===== src/rtl/fetch_req_pkg.sv =====
// Shared IFU types for the fetch-request sequencer: architectural constants,
// tag/block records and small address helpers.
package fetch_req_pkg;

    localparam int MXLEN = 64;
    localparam logic [MXLEN-1:0] BOOT_PC = 64'h0000_0000_8000_0000;

    // kill sits in bit 0 so a generic FIFO can mark every entry dead in place
    typedef struct packed {
        logic [MXLEN-1:0] pc;
        logic             kill;
    } fetch_tag_t;

    typedef struct packed {
        logic [MXLEN-1:0] pc;
        logic [63:0]      data;
        logic [1:0]       mask;
    } fetch_blk_t;

    function automatic logic [MXLEN-1:0] blk_addr(input logic [MXLEN-1:0] pc);
        return {pc[MXLEN-1:3], 3'b000};
    endfunction

    function automatic logic [1:0] blk_mask(input logic [MXLEN-1:0] pc);
        return pc[2] ? 2'b10 : 2'b11;
    endfunction

endpackage


===== src/rtl/fetch_req_if.sv =====
// Bundle of the pcGen, icache and instruction-buffer signals seen by fetch_req.
interface fetch_req_if;
    import fetch_req_pkg::*;

    logic [MXLEN-1:0] i_pcGen_cPc;
    logic             i_pcRedirect_pcGen_pc_valid;
    logic             o_fetchReq_pcGen_stall;
    logic             o_fetchReq_icache_req_valid;
    logic [MXLEN-1:0] o_fetchReq_icache_req_addr;
    logic             i_icache_fetchReq_req_ready;
    logic             i_icache_fetchReq_rsp_valid;
    logic [63:0]      i_icache_fetchReq_rsp_data;
    logic             o_fetchReq_ibuf_valid;
    logic             i_ibuf_fetchReq_ready;
    logic [MXLEN-1:0] o_fetchReq_ibuf_pc;
    logic [63:0]      o_fetchReq_ibuf_data;
    logic [1:0]       o_fetchReq_ibuf_mask;

    modport master (
        input  i_pcGen_cPc, i_pcRedirect_pcGen_pc_valid, i_icache_fetchReq_req_ready,
               i_icache_fetchReq_rsp_valid, i_icache_fetchReq_rsp_data, i_ibuf_fetchReq_ready,
        output o_fetchReq_pcGen_stall, o_fetchReq_icache_req_valid, o_fetchReq_icache_req_addr,
               o_fetchReq_ibuf_valid, o_fetchReq_ibuf_pc, o_fetchReq_ibuf_data, o_fetchReq_ibuf_mask
    );

    modport slave (
        output i_pcGen_cPc, i_pcRedirect_pcGen_pc_valid, i_icache_fetchReq_req_ready,
               i_icache_fetchReq_rsp_valid, i_icache_fetchReq_rsp_data, i_ibuf_fetchReq_ready,
        input  o_fetchReq_pcGen_stall, o_fetchReq_icache_req_valid, o_fetchReq_icache_req_addr,
               o_fetchReq_ibuf_valid, o_fetchReq_ibuf_pc, o_fetchReq_ibuf_data, o_fetchReq_ibuf_mask
    );

endinterface


===== src/rtl/fetch_req_sync_fifo.sv =====
// Power-of-two synchronous FIFO with occupancy count, flush, and an in-place
// "mark" that sets bit 0 of every stored entry.
module sync_fifo #(
    parameter int WIDTH = 8,
    parameter int DEPTH = 2
) (
    input  logic                     clk,
    input  logic                     rst_n,
    input  logic                     push,
    input  logic [WIDTH-1:0]         wdata,
    input  logic                     pop,
    input  logic                     flush,
    input  logic                     mark,
    output logic [WIDTH-1:0]         rdata,
    output logic [$clog2(DEPTH):0]   count
);

    localparam int AW  = $clog2(DEPTH);
    localparam int AW1 = AW + 1;
    localparam logic [AW:0] FULL = AW1'(DEPTH);

    logic [WIDTH-1:0] mem [DEPTH];
    logic [AW-1:0]    wptr;
    logic [AW-1:0]    rptr;
    logic             do_push;
    logic             do_pop;

    assign do_pop  = pop & (count != '0);
    assign do_push = push & ((count != FULL) | do_pop);
    assign rdata   = mem[rptr];

    always_ff @(posedge clk or negedge rst_n) begin
        if (!rst_n) begin
            wptr  <= '0;
            rptr  <= '0;
            count <= '0;
        end else if (flush) begin
            wptr  <= '0;
            rptr  <= '0;
            count <= '0;
        end else begin
            if (do_push) wptr <= wptr + 1'b1;
            if (do_pop)  rptr <= rptr + 1'b1;
            case ({do_push, do_pop})
                2'b10:   count <= count + 1'b1;
                2'b01:   count <= count - 1'b1;
                default: count <= count;
            endcase
        end
    end

    // Storage is not reset; pointers and count alone define what is valid.
    always_ff @(posedge clk) begin
        if (mark) begin
            for (int i = 0; i < DEPTH; i++) mem[i][0] <= 1'b1;
        end
        if (do_push) mem[wptr] <= wdata;
    end

endmodule


===== src/rtl/fetch_req.sv =====
// Fetch-request sequencer: turns pcGen's PC into in-order icache requests,
// kills wrong-path responses on redirect and queues blocks for the ibuf.
module fetch_req
    import fetch_req_pkg::*;
#(
    parameter int MAX_OUTST = 2
) (
    input logic         i_clk,
    input logic         i_rstn,
    fetch_req_if.master bus
);

    localparam int CW  = $clog2(MAX_OUTST) + 1;
    localparam int CW1 = CW + 1;
    localparam logic [CW:0] CREDITS = CW1'(MAX_OUTST);

    logic          started;
    logic [CW-1:0] tag_count;
    logic [CW-1:0] out_count;
    logic [CW:0]   credit_used;
    fetch_tag_t    tag_wdata;
    fetch_tag_t    tag_head;
    fetch_blk_t    blk_wdata;
    fetch_blk_t    blk_head;
    logic          redirect;
    logic          req_valid;
    logic          accept;
    logic          tag_pop;
    logic          out_push;
    logic          out_pop;
    logic          ibuf_valid;

    always_ff @(posedge i_clk or negedge i_rstn) begin
        if (!i_rstn) started <= 1'b0;
        else         started <= 1'b1;
    end

    // Credit check uses registered occupancy only: a response this cycle
    // does not free a slot for a request this cycle.
    assign redirect    = bus.i_pcRedirect_pcGen_pc_valid;
    assign credit_used = {1'b0, tag_count} + {1'b0, out_count};
    assign req_valid   = started & (credit_used < CREDITS) & ~redirect;
    assign accept      = req_valid & bus.i_icache_fetchReq_req_ready;

    assign tag_wdata = '{pc: bus.i_pcGen_cPc, kill: 1'b0};
    assign tag_pop   = bus.i_icache_fetchReq_rsp_valid & (tag_count != '0);

    sync_fifo #(.WIDTH($bits(fetch_tag_t)), .DEPTH(MAX_OUTST)) u_tag_fifo (
        .clk   (i_clk),
        .rst_n (i_rstn),
        .push  (accept),
        .wdata (tag_wdata),
        .pop   (tag_pop),
        .flush (1'b0),
        .mark  (redirect),
        .rdata (tag_head),
        .count (tag_count)
    );

    // A response racing a redirect is wrong-path even if its tag is still live.
    assign out_push  = tag_pop & ~tag_head.kill & ~redirect;
    assign blk_wdata = '{pc:   tag_head.pc,
                         data: bus.i_icache_fetchReq_rsp_data,
                         mask: blk_mask(tag_head.pc)};
    assign ibuf_valid = (out_count != '0);
    assign out_pop    = ibuf_valid & bus.i_ibuf_fetchReq_ready;

    sync_fifo #(.WIDTH($bits(fetch_blk_t)), .DEPTH(MAX_OUTST)) u_out_queue (
        .clk   (i_clk),
        .rst_n (i_rstn),
        .push  (out_push),
        .wdata (blk_wdata),
        .pop   (out_pop),
        .flush (redirect),
        .mark  (1'b0),
        .rdata (blk_head),
        .count (out_count)
    );

    assign bus.o_fetchReq_pcGen_stall      = ~accept & ~redirect;
    assign bus.o_fetchReq_icache_req_valid = req_valid;
    assign bus.o_fetchReq_icache_req_addr  = req_valid ? blk_addr(bus.i_pcGen_cPc) : '0;
    assign bus.o_fetchReq_ibuf_valid       = ibuf_valid;
    assign bus.o_fetchReq_ibuf_pc          = ibuf_valid ? blk_head.pc   : '0;
    assign bus.o_fetchReq_ibuf_data        = ibuf_valid ? blk_head.data : '0;
    assign bus.o_fetchReq_ibuf_mask        = ibuf_valid ? blk_head.mask : '0;

    a_no_stall_on_redirect: assert property (@(posedge i_clk) disable iff (!i_rstn)
        redirect |-> !bus.o_fetchReq_pcGen_stall);
    a_no_req_without_credit: assert property (@(posedge i_clk) disable iff (!i_rstn)
        (credit_used == CREDITS) |-> !req_valid);
    a_rsp_has_tag: assert property (@(posedge i_clk) disable iff (!i_rstn)
        bus.i_icache_fetchReq_rsp_valid |-> (tag_count != '0));

endmodule


===== src/flat_wrapper.sv =====
// flat-port wrapper written by rule: the top's interface ports become plain ports
module fetch_req_flat import fetch_req_pkg::*;
#(
    parameter int MAX_OUTST = 2
)
  (i_clk, i_rstn, bus_i_pcGen_cPc, bus_i_pcRedirect_pcGen_pc_valid, bus_i_icache_fetchReq_req_ready, bus_i_icache_fetchReq_rsp_valid, bus_i_icache_fetchReq_rsp_data, bus_i_ibuf_fetchReq_ready, bus_o_fetchReq_pcGen_stall, bus_o_fetchReq_icache_req_valid, bus_o_fetchReq_icache_req_addr, bus_o_fetchReq_ibuf_valid, bus_o_fetchReq_ibuf_pc, bus_o_fetchReq_ibuf_data, bus_o_fetchReq_ibuf_mask);
  fetch_req_if bus_i ();
  input logic i_clk;
  input logic i_rstn;
  input wire logic [$bits(bus_i.i_pcGen_cPc)-1:0] bus_i_pcGen_cPc;
  input wire logic [$bits(bus_i.i_pcRedirect_pcGen_pc_valid)-1:0] bus_i_pcRedirect_pcGen_pc_valid;
  input wire logic [$bits(bus_i.i_icache_fetchReq_req_ready)-1:0] bus_i_icache_fetchReq_req_ready;
  input wire logic [$bits(bus_i.i_icache_fetchReq_rsp_valid)-1:0] bus_i_icache_fetchReq_rsp_valid;
  input wire logic [$bits(bus_i.i_icache_fetchReq_rsp_data)-1:0] bus_i_icache_fetchReq_rsp_data;
  input wire logic [$bits(bus_i.i_ibuf_fetchReq_ready)-1:0] bus_i_ibuf_fetchReq_ready;
  output wire logic [$bits(bus_i.o_fetchReq_pcGen_stall)-1:0] bus_o_fetchReq_pcGen_stall;
  output wire logic [$bits(bus_i.o_fetchReq_icache_req_valid)-1:0] bus_o_fetchReq_icache_req_valid;
  output wire logic [$bits(bus_i.o_fetchReq_icache_req_addr)-1:0] bus_o_fetchReq_icache_req_addr;
  output wire logic [$bits(bus_i.o_fetchReq_ibuf_valid)-1:0] bus_o_fetchReq_ibuf_valid;
  output wire logic [$bits(bus_i.o_fetchReq_ibuf_pc)-1:0] bus_o_fetchReq_ibuf_pc;
  output wire logic [$bits(bus_i.o_fetchReq_ibuf_data)-1:0] bus_o_fetchReq_ibuf_data;
  output wire logic [$bits(bus_i.o_fetchReq_ibuf_mask)-1:0] bus_o_fetchReq_ibuf_mask;
  assign bus_i.i_pcGen_cPc = bus_i_pcGen_cPc;
  assign bus_i.i_pcRedirect_pcGen_pc_valid = bus_i_pcRedirect_pcGen_pc_valid;
  assign bus_i.i_icache_fetchReq_req_ready = bus_i_icache_fetchReq_req_ready;
  assign bus_i.i_icache_fetchReq_rsp_valid = bus_i_icache_fetchReq_rsp_valid;
  assign bus_i.i_icache_fetchReq_rsp_data = bus_i_icache_fetchReq_rsp_data;
  assign bus_i.i_ibuf_fetchReq_ready = bus_i_ibuf_fetchReq_ready;
  assign bus_o_fetchReq_pcGen_stall = bus_i.o_fetchReq_pcGen_stall;
  assign bus_o_fetchReq_icache_req_valid = bus_i.o_fetchReq_icache_req_valid;
  assign bus_o_fetchReq_icache_req_addr = bus_i.o_fetchReq_icache_req_addr;
  assign bus_o_fetchReq_ibuf_valid = bus_i.o_fetchReq_ibuf_valid;
  assign bus_o_fetchReq_ibuf_pc = bus_i.o_fetchReq_ibuf_pc;
  assign bus_o_fetchReq_ibuf_data = bus_i.o_fetchReq_ibuf_data;
  assign bus_o_fetchReq_ibuf_mask = bus_i.o_fetchReq_ibuf_mask;
  fetch_req #(.MAX_OUTST(MAX_OUTST)) u_core (.i_clk(i_clk), .i_rstn(i_rstn), .bus(bus_i));
endmodule

===== config.mk =====
export PLATFORM = sky130hd
export DESIGN_NAME = fetch_req_flat
export DESIGN_NICKNAME = d
export VERILOG_FILES = /design/src/rtl/fetch_req_pkg.sv /design/src/rtl/fetch_req_if.sv /design/src/rtl/fetch_req_sync_fifo.sv /design/src/rtl/fetch_req.sv /design/src/flat_wrapper.sv
export SDC_FILE = /design/constraint.sdc
export NUM_CORES = 1
export LEC_CHECK = 0
export BUFFER_PORTS_ARGS = -buffer_cell sky130_fd_sc_hd__buf_2
export CAP_MARGIN = 40
export CORE_MARGIN = 4
export CORE_UTILIZATION = 40
export DETAILED_ROUTE_END_ITERATION = 7
export GPL_TIMING_DRIVEN = 0
export PLACE_DENSITY = 0.67
export SYNTH_ARGS = -nofsm -noshare
export SYNTH_HDL_FRONTEND = slang
export SYNTH_HIERARCHICAL = 1
export SYNTH_SLANG_ARGS = --single-unit

===== constraint.sdc =====
create_clock -name i_clk -period 16.82 [get_ports i_clk]
set_input_delay 5.046 -clock i_clk [delete_from_list [all_inputs] [get_ports i_clk]]
set_output_delay 5.046 -clock i_clk [all_outputs]
set_load 0.05 [all_outputs]

Word level (Yosys, flattened, before mapping)
Memories as Yosys holds them, arrays and structs flattened.
Index checks and enable logic that the tools add are counted.
{"block": "totals", "regBits": 9, "mem_bits_rw": 388, "wordCells": 70, "memories": 2}
{"block": "op_classes", "add_sub_neg": 9, "order_cmp": 1, "n_eq_ne": 6, "mux": 21, "n_bitwise": 17, "n_reduce_logical": 7}
{"memory": "u_core.u_out_queue.mem", "depth": 2, "word_bits": 129, "rd": 1, "rd_clocked_by_memory_dff": 0, "wr": 1, "line_no": "fetch_req_sync_fifo.sv:22", "source": "logic [WIDTH-1:0] mem [DEPTH];"}
{"memory": "u_core.u_tag_fifo.mem", "depth": 2, "word_bits": 65, "rd": 1, "rd_clocked_by_memory_dff": 0, "wr": 2, "line_no": "fetch_req_sync_fifo.sv:22"}
{"op": "64-bit 2-to-1 mux", "count": 3}
{"op": "65-bit 2-to-1 mux", "count": 1}
{"op": "65-bit OR reduction", "count": 1}
{"op": "1-bit bitwise AND", "count": 12}
{"op": "1-bit 2-to-1 mux", "count": 12}
{"op": "2-bit nonzero test", "count": 5}
{"op": "2-bit case mux with 2 select lines", "count": 2}
{"op": "2-bit 2-to-1 mux", "count": 3}
{"op": "1-bit adder, second input constant", "count": 4}
{"op": "2-bit by 1-bit adder with 2-bit output, second input constant", "count": 2}
{"op": "2-bit by 1-bit equality test with 1-bit output, second input constant", "count": 2}
{"op": "2-bit equality test, second input constant", "count": 2}
{"op": "2-bit != test, second input constant", "count": 2}
{"op": "2-bit by 1-bit subtractor with 2-bit output, second input constant", "count": 2}
{"op": "2-bit by 2-bit adder with 3-bit output", "count": 1}
{"op": "3-bit by 2-bit < comparator with 1-bit output, second input constant", "count": 1}
{"op": "1-bit NOT", "count": 3}
{"op": "3-bit nonzero test", "count": 1}
{"op": "1-bit bitwise OR", "count": 2}

Longest topological paths before layout
Gate-level depths: netlist of run 1.
{"block": "depth", "depth_word": 10, "depth_mapped": 7}

Hierarchy
Netlist of run 1, hierarchy kept.
{"mod": "sync_fifo at u_core.u_out_queue", "instances": 1, "cells_each": 436, "area_each_um2": 9648.0, "seq_area_each_um2": 7887.6}
{"mod": "sync_fifo at u_core.u_tag_fifo", "instances": 1, "cells_each": 233, "area_each_um2": 4919.7, "seq_area_each_um2": 3983.8}
{"mod": "fetch_req", "instances": 1, "cells_each": 229, "area_each_um2": 1436.4, "seq_area_each_um2": 25.0}

Worst setup path before layout of run 1
Ideal clock, no wire load.
{"block": "synth_timing", "path_type": "input -> register", "from": "input bus_i_icache_fetchReq_rsp_valid", "to": "memory u_core/u_out_queue/mem[1][0] in the netlist's numbering", "arrival_time_ns": 11.552, "t_required_ns": 16.447, "slack_ns": 4.895, "cell_stages": 5, "n_path_buf": 0, "cell_sequence": "o21a_1 > nor3b_1 > nand2_1 > nor2_1 > mux2i_1"}
{"block": "synth_via", "elab_chain_cells": 6}
{"item": "start, declared", "line_no": "flat_wrapper.sv:13", "source": "input wire logic [$bits(bus_i.i_icache_fetchReq_rsp_valid)-1:0] bus_i_icache_fetchReq_rsp_valid;"}
{"item": "1-bit bitwise AND", "line_no": "fetch_req.sv:46", "source": "assign tag_pop = bus.i_icache_fetchReq_rsp_valid & (tag_count != '0);"}
{"item": "1-bit bitwise AND (2 in series)", "line_no": "fetch_req.sv:61", "source": "assign out_push = tag_pop & ~tag_head.kill & ~redirect;"}
{"item": "via u_core.out_push", "line_no": "fetch_req.sv:29", "source": "logic out_push;"}
{"item": "1-bit bitwise AND", "line_no": "fetch_req_sync_fifo.sv:29", "source": "assign do_push = push & ((count != FULL) | do_pop);"}
{"item": "1-bit 2-to-1 mux", "line_no": "fetch_req_sync_fifo.sv:57", "source": "if (do_push) mem[wptr] <= wdata;"}
{"item": "1-bit 2-to-1 mux (implied by the code)", "line_no": "fetch_req_sync_fifo.sv:57"}
{"item": "end, declared", "line_no": "fetch_req_sync_fifo.sv:22"}
The timed path passes the listed nets, and every way through them passes these cells.

Worst setup path after layout of run 1
{"block": "layout_timing", "from": "input bus_i_pcRedirect_pcGen_pc_valid", "to": "output bus_o_fetchReq_icache_req_addr[45]"}
{"block": "layout_via", "elab_chain_cells": 3}
{"item": "start, declared", "line_no": "flat_wrapper.sv:11", "source": "input wire logic [$bits(bus_i.i_pcRedirect_pcGen_pc_valid)-1:0] bus_i_pcRedirect_pcGen_pc_valid;"}
{"item": "1-bit NOT", "line_no": "fetch_req.sv:42", "source": "assign req_valid = started & (credit_used < CREDITS) & ~redirect;"}
{"item": "1-bit bitwise AND", "line_no": "fetch_req.sv:42"}
{"item": "64-bit 2-to-1 mux", "line_no": "fetch_req.sv:82", "source": "assign bus.o_fetchReq_icache_req_addr = req_valid ? blk_addr(bus.i_pcGen_cPc) : '0;"}
{"item": "end, declared", "line_no": "flat_wrapper.sv:18", "source": "output wire logic [$bits(bus_i.o_fetchReq_icache_req_addr)-1:0] bus_o_fetchReq_icache_req_addr;"}
No other way between the ends.

==> flow_summary.yaml, run 1 <==
synthesis:
  synth_area_leader_cell: "edfxtp_1"
  synth-seq-cells: 399
  postSynthCellCount: 898
  yosysTopAreaCellShare_pct: 72.4
  synth_area_leaders: "edfxtp_1 72%, mux2_2 14%, and2_1 7.6%"
  synthesis.area_mm2: 0.0160
  ys_seq_area_share_pct: 74.3
  avgSynthCellArea_um2: 17.8
  synth_cell_types: 29
  yosys_warnings: 6
hold_path:
  hp-start: "u_core/u_tag_fifo/mem[1][0]$_DFF_P_"
  min_delay_worst_endpoint: "u_core/u_tag_fifo/mem[1][0]$_DFF_P_"
  hp-class: "flop to flop"
  worstHoldPathCells: 2
cts:
  post-cts-setup-buffer-count: 0
  clkTransAtPathRegs_ps: 60
  clock_tree.root_cell: "clkbuf_16"
  clk_latency_ps: 550
  ctsLongestPathBuffers: 3
  htree_levels: 2
  cts_sinks: 399
  cts-resized-gates: 0
  cts_tree: "done"
  postCtsHoldBufs: 0
  numCtsBuffers: 41
placed_design:
  port_buffers: 327
  hpwl_um: 23700
  gp_congestion: 0.768
  dpl-instance-area_mm2: 0.0187
  placed_cells: 1775
setup_path:
  r2r_slack_ps: 13360
  timing.rr.start: "u_core/u_tag_fifo/count[0]$_DFFE_PN0P_"
  critPathMaxFanout: 10
  worstSetupPathType: "primary input to output pin"
  cpMostUsedCell: "buf_2"
  cp_cell_sequence: "buf_2, nor4b_4, buf_6, clkbuf_2, and2_1, buf_2"
  r2r-end: "u_core/u_tag_fifo/mem[0][34]$_DFFE_PP_"
  cp.required_ps: 11770
  cp_slowest_stage_delay_ps: 460
  arrival_ps: 6630
  crit_slowest_cell: "nor4b_4"
  critPathCaptureType: "output pin"
  reg2regPathDepth: 8
  worstSetupStartpointType: "primary input"
power_and_ir_drop:
  ir_worst_vdd_mv: 0.0904
  p_int_mw: 1.65
  p_seq_share_pct: 53.2
  finalPower_mw: 2.06
  pwr-share-clk_pct: 42.9
  p_comb_share_pct: 3.9
  p_per_area_mw_per_mm2: 103
  p_leak_nw: 7.66
  p_switching_uw: 414
  swShare_pct: 20.1
drt:
  viasPerCell: 4.70
  dr.pass1.iters: 4
  drcViolationCount: 0
  initialDrtViolationCount: 436
  wl_per_cell_um: 18.7
  ant_nets: 0
  vias: 8704
  wl_um: 34600
global_route:
  gr-max-usage-layer: "met2"
  met3_usage_pct: 3.32
  grt_pass1_wl_um: 52200
  globalRouteMet1Util_pct: 19.2
  gr-total-overflow: 0
  use_met2_pct: 27.6
  antenna_found_initial: 3
  grt.total_usage_pct: 15.6
  grt_max_degree: 47
  grt_pass1_vias: 9138
floorplan:
  initial_core_util_pct: 40.4
  io_pins: 331
  core_mm2: 0.0396
  rows: 73
  die_x_um: 208
  die_y_um: 208
  die_area_mm2: 0.0433
sta:
  slew_headroom_pct: 50.0
  fmax_ghz: 0.0857
  finalCritPeriodShare_pct: 69.4
  fin_tns_setup_ps: 0
  period_needed_ps: 11670
  rsz0062_at_grt: "false"
  fin_worst_skew_ps: 16.2
  hold_violations: 0
  setup_violations: 0
  slew_viol_final: 0
  tightest_slew_ps: 749
finish:
  final_cell_mix: "386 x edfxtp_1, 338 x buf_2, 195 x mux2_2"
  area_growth_pct: 25.2
  final_area_mm2: 0.0200
  stdcell_count: 1850
  drive_gt1_share_pct: 47.8
  final_nets: 1428
  final_common_cell: "edfxtp_1"
outcome:
  status: "finished clean"
job:
  drv_cap: 0
==> cells by family (layout without fill, tap and decap cells) <==
| logic type | Yosys count | in the layout | share of synthesized area, % |
|---|---|---|---|
| AOI/OAI and AO/OA | 16 | 16 | 0.555 |
| xor gates and xnor gates | 4 | 4 | 0.219 |
| adders and majority gates | 1 | 1 | 0.125 |
| buffers and inverters | 53 | 467 | 2.00 |
| DFF | 399 | 399 | 74.3 |
| muxes | 201 | 201 | 14.1 |
| other | 2 | 15 | 0.0469 |
| and+or+nand+nor | 222 | 222 | 8.62 |
==> flip-flops by register name, indices dropped and copies added (netlist names) <==
signal	flops
u_core/u_tag_fifo/mem	130
u_core/started	1
u_core/u_out_queue/count	2
u_core/u_out_queue/mem	260
u_core/u_out_queue/wptr	1
u_core/u_out_queue/rptr	1
u_core/u_tag_fifo/wptr	1
u_core/u_tag_fifo/rptr	1
u_core/u_tag_fifo/count	2
==> final cells by class <==
cell class	instances	area [um^2]
Sequential cell	399	11900
Buffer	46	294
Timing Repair Buffer	341	1990
Fill cell	3344	19600
Clock inverter	23	209
Antenna cell	2	5.00
Multi-Input combinational cell	457	3840
Tap cell	525	657
Inverter	7	33.8
Clock buffer	50	1100
==> through the flow <==
stage / worst slack (ps) / util [%] / hold WS, ps
final: 5150 / 50.5 / 521
after global routing: 5070 / 50.5 / 539
after CTS: 5060 / 50.5 / 523
after detailed placement: 5060 / 47.2 / 511
after global placement: 594 / 46.3 / 486
after floorplan: 4890 / - / 473
==> power by group through the flow <==
stage / registers [mW] / clock network [mW] / logic (mW)
3_3_place_gp: 1.12 / 0 / 0.0777
3_5_place_dp: 1.12 / 0 / 0.0822
2_1_floorplan: 1.12 / 0 / 0.0446
4_1_cts: 1.10 / 0.913 / 0.0825
6_report: 1.10 / 0.884 / 0.0814
5_1_grt: 1.10 / 0.956 / 0.0877
==> layer usage <==
metal	wire length, um	vias up	part of all wire, %
met5	0	-	0
met4	695	0	2.0
met3	1930	40	5.6
met2	18000	236	52
met1	14000	4322	40
li1	-	4106	-
==> critical path: cells and delay by family <==
kind | cells | cell delay [ps]
buffers and inverters | 4 | 930
AND/OR/NAND/NOR | 2 | 630
==> synth_stat cells <==
library cell / count
o21a_1: 3
nor3_1: 2
edfxtp_1: 386
clkbuf_2: 5
a31oi_1: 1
inv_1: 5
fa_1: 1
dfxtp_1: 4
nor2_1: 11
a21oi_1: 8
clkbuf_1: 13
or2_1: 1
o21ai_0: 4
or3_4: 2
mux2_2: 195
xor2_1: 4
nor2b_1: 2
nor3b_1: 3
buf_6: 10
mux2i_1: 6
buf_2: 11
buf_4: 7
conb_1: 2
and2_1: 194
inv_2: 2
nand2_1: 4
dfrtp_1: 9
nor4b_4: 1
nand2b_1: 2
==> worst max path at each step <==
stage / endpoint / slack [ps] / start
floorplan: u_core/u_out_queue/mem[1][0]$_DFF_P_ / 4890 / bus_i_icache_fetchReq_rsp_valid
global route: bus_o_fetchReq_icache_req_addr[49] / 5070 / bus_i_pcRedirect_pcGen_pc_valid
finish: bus_o_fetchReq_icache_req_addr[45] / 5150 / bus_i_pcRedirect_pcGen_pc_valid
global placement: u_core/u_out_queue/mem[1][0]$_DFF_P_ / 590 / bus_i_icache_fetchReq_rsp_valid
CTS: bus_o_fetchReq_icache_req_addr[45] / 5060 / bus_i_pcRedirect_pcGen_pc_valid
detailed placement: bus_o_fetchReq_icache_req_addr[45] / 5060 / bus_i_pcRedirect_pcGen_pc_valid
Power figures use the tool's default switching activity.
==> run 2, diff against run 1 <==
--- a/config.mk
+++ b/config.mk
@@ -11,7 +11,7 @@
 export CORE_UTILIZATION = 40
 export DETAILED_ROUTE_END_ITERATION = 7
 export GPL_TIMING_DRIVEN = 0
-export PLACE_DENSITY = 0.67
+export PLACE_DENSITY = 0.7
 export SYNTH_ARGS = -nofsm -noshare
 export SYNTH_HDL_FRONTEND = slang
 export SYNTH_HIERARCHICAL = 1
==> constraint.sdc (replaced) <==
create_clock -name i_clk -period 9.4 [get_ports i_clk]
set_input_delay 2.82 -clock i_clk [delete_from_list [all_inputs] [get_ports i_clk]]
set_output_delay 2.82 -clock i_clk [all_outputs]
set_load 0.05 [all_outputs]
==> flow_summary.yaml, run 2 (synthesis results as in run 1) <==
outcome:
  status: "finished clean"
placed_design:
  gp_congestion: 0.774
  hpwl_um: 24000
  preCtsSetupSlack_ps: 1980
  dpl-instance-area_mm2: 0.0187
  port_buffers: 327
floorplan:
  io_pins: 331
  core_mm2: 0.0396
  die_y_um: 208
  rows: 73
  die_x_um: 208
  die_area_mm2: 0.0433
  initial_core_util_pct: 40.4
sta:
  period_needed_ps: 7390
  slew_viol_final: 0
  tightest_slew_ps: 720
  slew_headroom_pct: 51.9
  hold_violations: 0
  finalCritPeriodShare_pct: 78.6
  setup_ws_ps: 2010
  fin_hold_ws_ps: 524
  rsz0062_at_grt: "false"
  fmax_ghz: 0.135
  fin_worst_skew_ps: 11.7
  setup_violations: 0
drt:
  vias: 8751
  viasPerCell: 4.73
  ant_nets: 0
  wl_um: 35200
  dr.pass1.iters: 4
  initialDrtViolationCount: 434
  wl_per_cell_um: 19.0
  drcViolationCount: 0
global_route:
  grt.total_usage_pct: 15.9
  grt_pass1_vias: 9337
  antenna_found_initial: 1
  grt_max_degree: 69
  grt_pass1_wl_um: 53600
  gr-total-overflow: 0
setup_path:
  cpMostUsedCell: "buf_2"
  crit_buf_inv: 4
  crit_path_start: "bus_i_pcRedirect_pcGen_pc_valid"
  cp_cell_sequence: "buf_2, nor4b_4, buf_8, buf_2, and2_1, buf_2"
  crit_family: "buffers and inverters"
  worstSetupPathType: "primary input to output pin"
  crit_slowest_cell: "nor4b_4"
  critPathMaxFanout: 10
  cp.required_ps: 6580
  cp_slowest_stage_delay_ps: 580
  critPathCaptureType: "output pin"
  worstSetupStartpointType: "primary input"
  timing.rr.start: "u_core/u_tag_fifo/count[0]$_DFFE_PN0P_"
  arrival_ps: 4570
finish:
  final_area_mm2: 0.0200
  final_cell_mix: "386 x edfxtp_1, 338 x buf_2, 195 x mux2_2"
  reg.largest.list: "u_core/u_out_queue/mem x260, u_core/u_tag_fifo/mem x130"
  fill_cells: 3352
  final_common_cell: "edfxtp_1"
  regMostFlops: "u_core/u_out_queue/mem"
  area_growth_pct: 25.3
  final_nets: 1428
  largest_register_ffs: 260
  postLayoutCoreUtil_pct: 50.6
  drive_gt1_share_pct: 48.1
cts:
  numCtsBuffers: 43
  post-cts-setup-buffer-count: 0
  cts_sinks: 399
  htree_levels: 2
  ctsLongestPathBuffers: 3
  cts-resized-gates: 0
  clock_tree.root_cell: "clkbuf_16"
  postCtsHoldBufs: 0
  clk_latency_ps: 540
  cts_tree: "done"
  clkTransAtPathRegs_ps: 60
power_and_ir_drop:
  p_leak_nw: 7.69
  ir_worst_vdd_mv: 0.146
  p_per_area_mw_per_mm2: 187
hold_path:
  hp-start: "u_core/u_out_queue/mem[0][0]$_DFF_P_"
  hp-class: "flop to flop"
job:
  drv_cap: 0
-- run 2: worst paths after layout --
path / slack, ps / cells after the start / to
worst max-delay path: 2010 / 6 / bus_o_fetchReq_icache_req_addr[57]
worst min-delay path: 520 / 2 / u_core/u_out_queue/mem[0][0]$_DFF_P_
worst max register to register: 5690 / 9 / u_core/u_tag_fifo/mem[1][42]$_DFFE_PP_
worst min register to register: 520 / 2 / u_core/u_out_queue/mem[0][0]$_DFF_P_
max in group asynchronous: 7070 / 1 / u_core/started$_DFF_PN0_
min in group asynchronous: 2130 / 1 / u_core/u_out_queue/count[0]$_DFFE_PN0P_
-- run 2: metal layers --
layer  GRT usage, %  routed length (um)  up-vias
li1               -                   -     4101
met1           19.9               14600     4335
met2           27.9               18000      256
met3           3.15                1820       59
met4           4.96                 814        0
met5              0                   0        -
-- run 2: area by class of cell --
class | count | area [um^2] | area share (%)
flip-flops and latches | 399 | 11900 | 59.3
multi-input cells | 457 | 3840 | 19.2
repair buffers | 339 | 1930 | 9.64
clock buffers | 55 | 1170 | 5.85
well taps | 525 | 657 | 3.28
plain buffers | 46 | 294 | 1.47
clock inverters | 22 | 213 | 1.06
inverters | 7 | 33.8 | 0.169
diodes | 1 | 2.50 | 0.0125
-- run 2: stage by stage --
stage	total power, mW	cells	TNS, ps
after floorplan	2.08	909	0
after global placement	2.14	1761	-128330
after detailed placement	2.15	1773	0
after CTS	3.81	1850	0
after global routing	3.89	1850	0
final	3.76	1851	0
-- run 2: worst min-delay path: stages (launching register included) --
cell	delay (ps)
dfxtp_1	320
nor2_1	50
mux2i_1	110
-- run 2: report_power, final --
group	internal, mW	switching, mW	leakage, nW
Clock	0.992	0.658	0.684
Combinational	0.0482	0.0972	3.37
Sequential	1.96	0.00334	3.64
Total	3.00	0.758	7.69
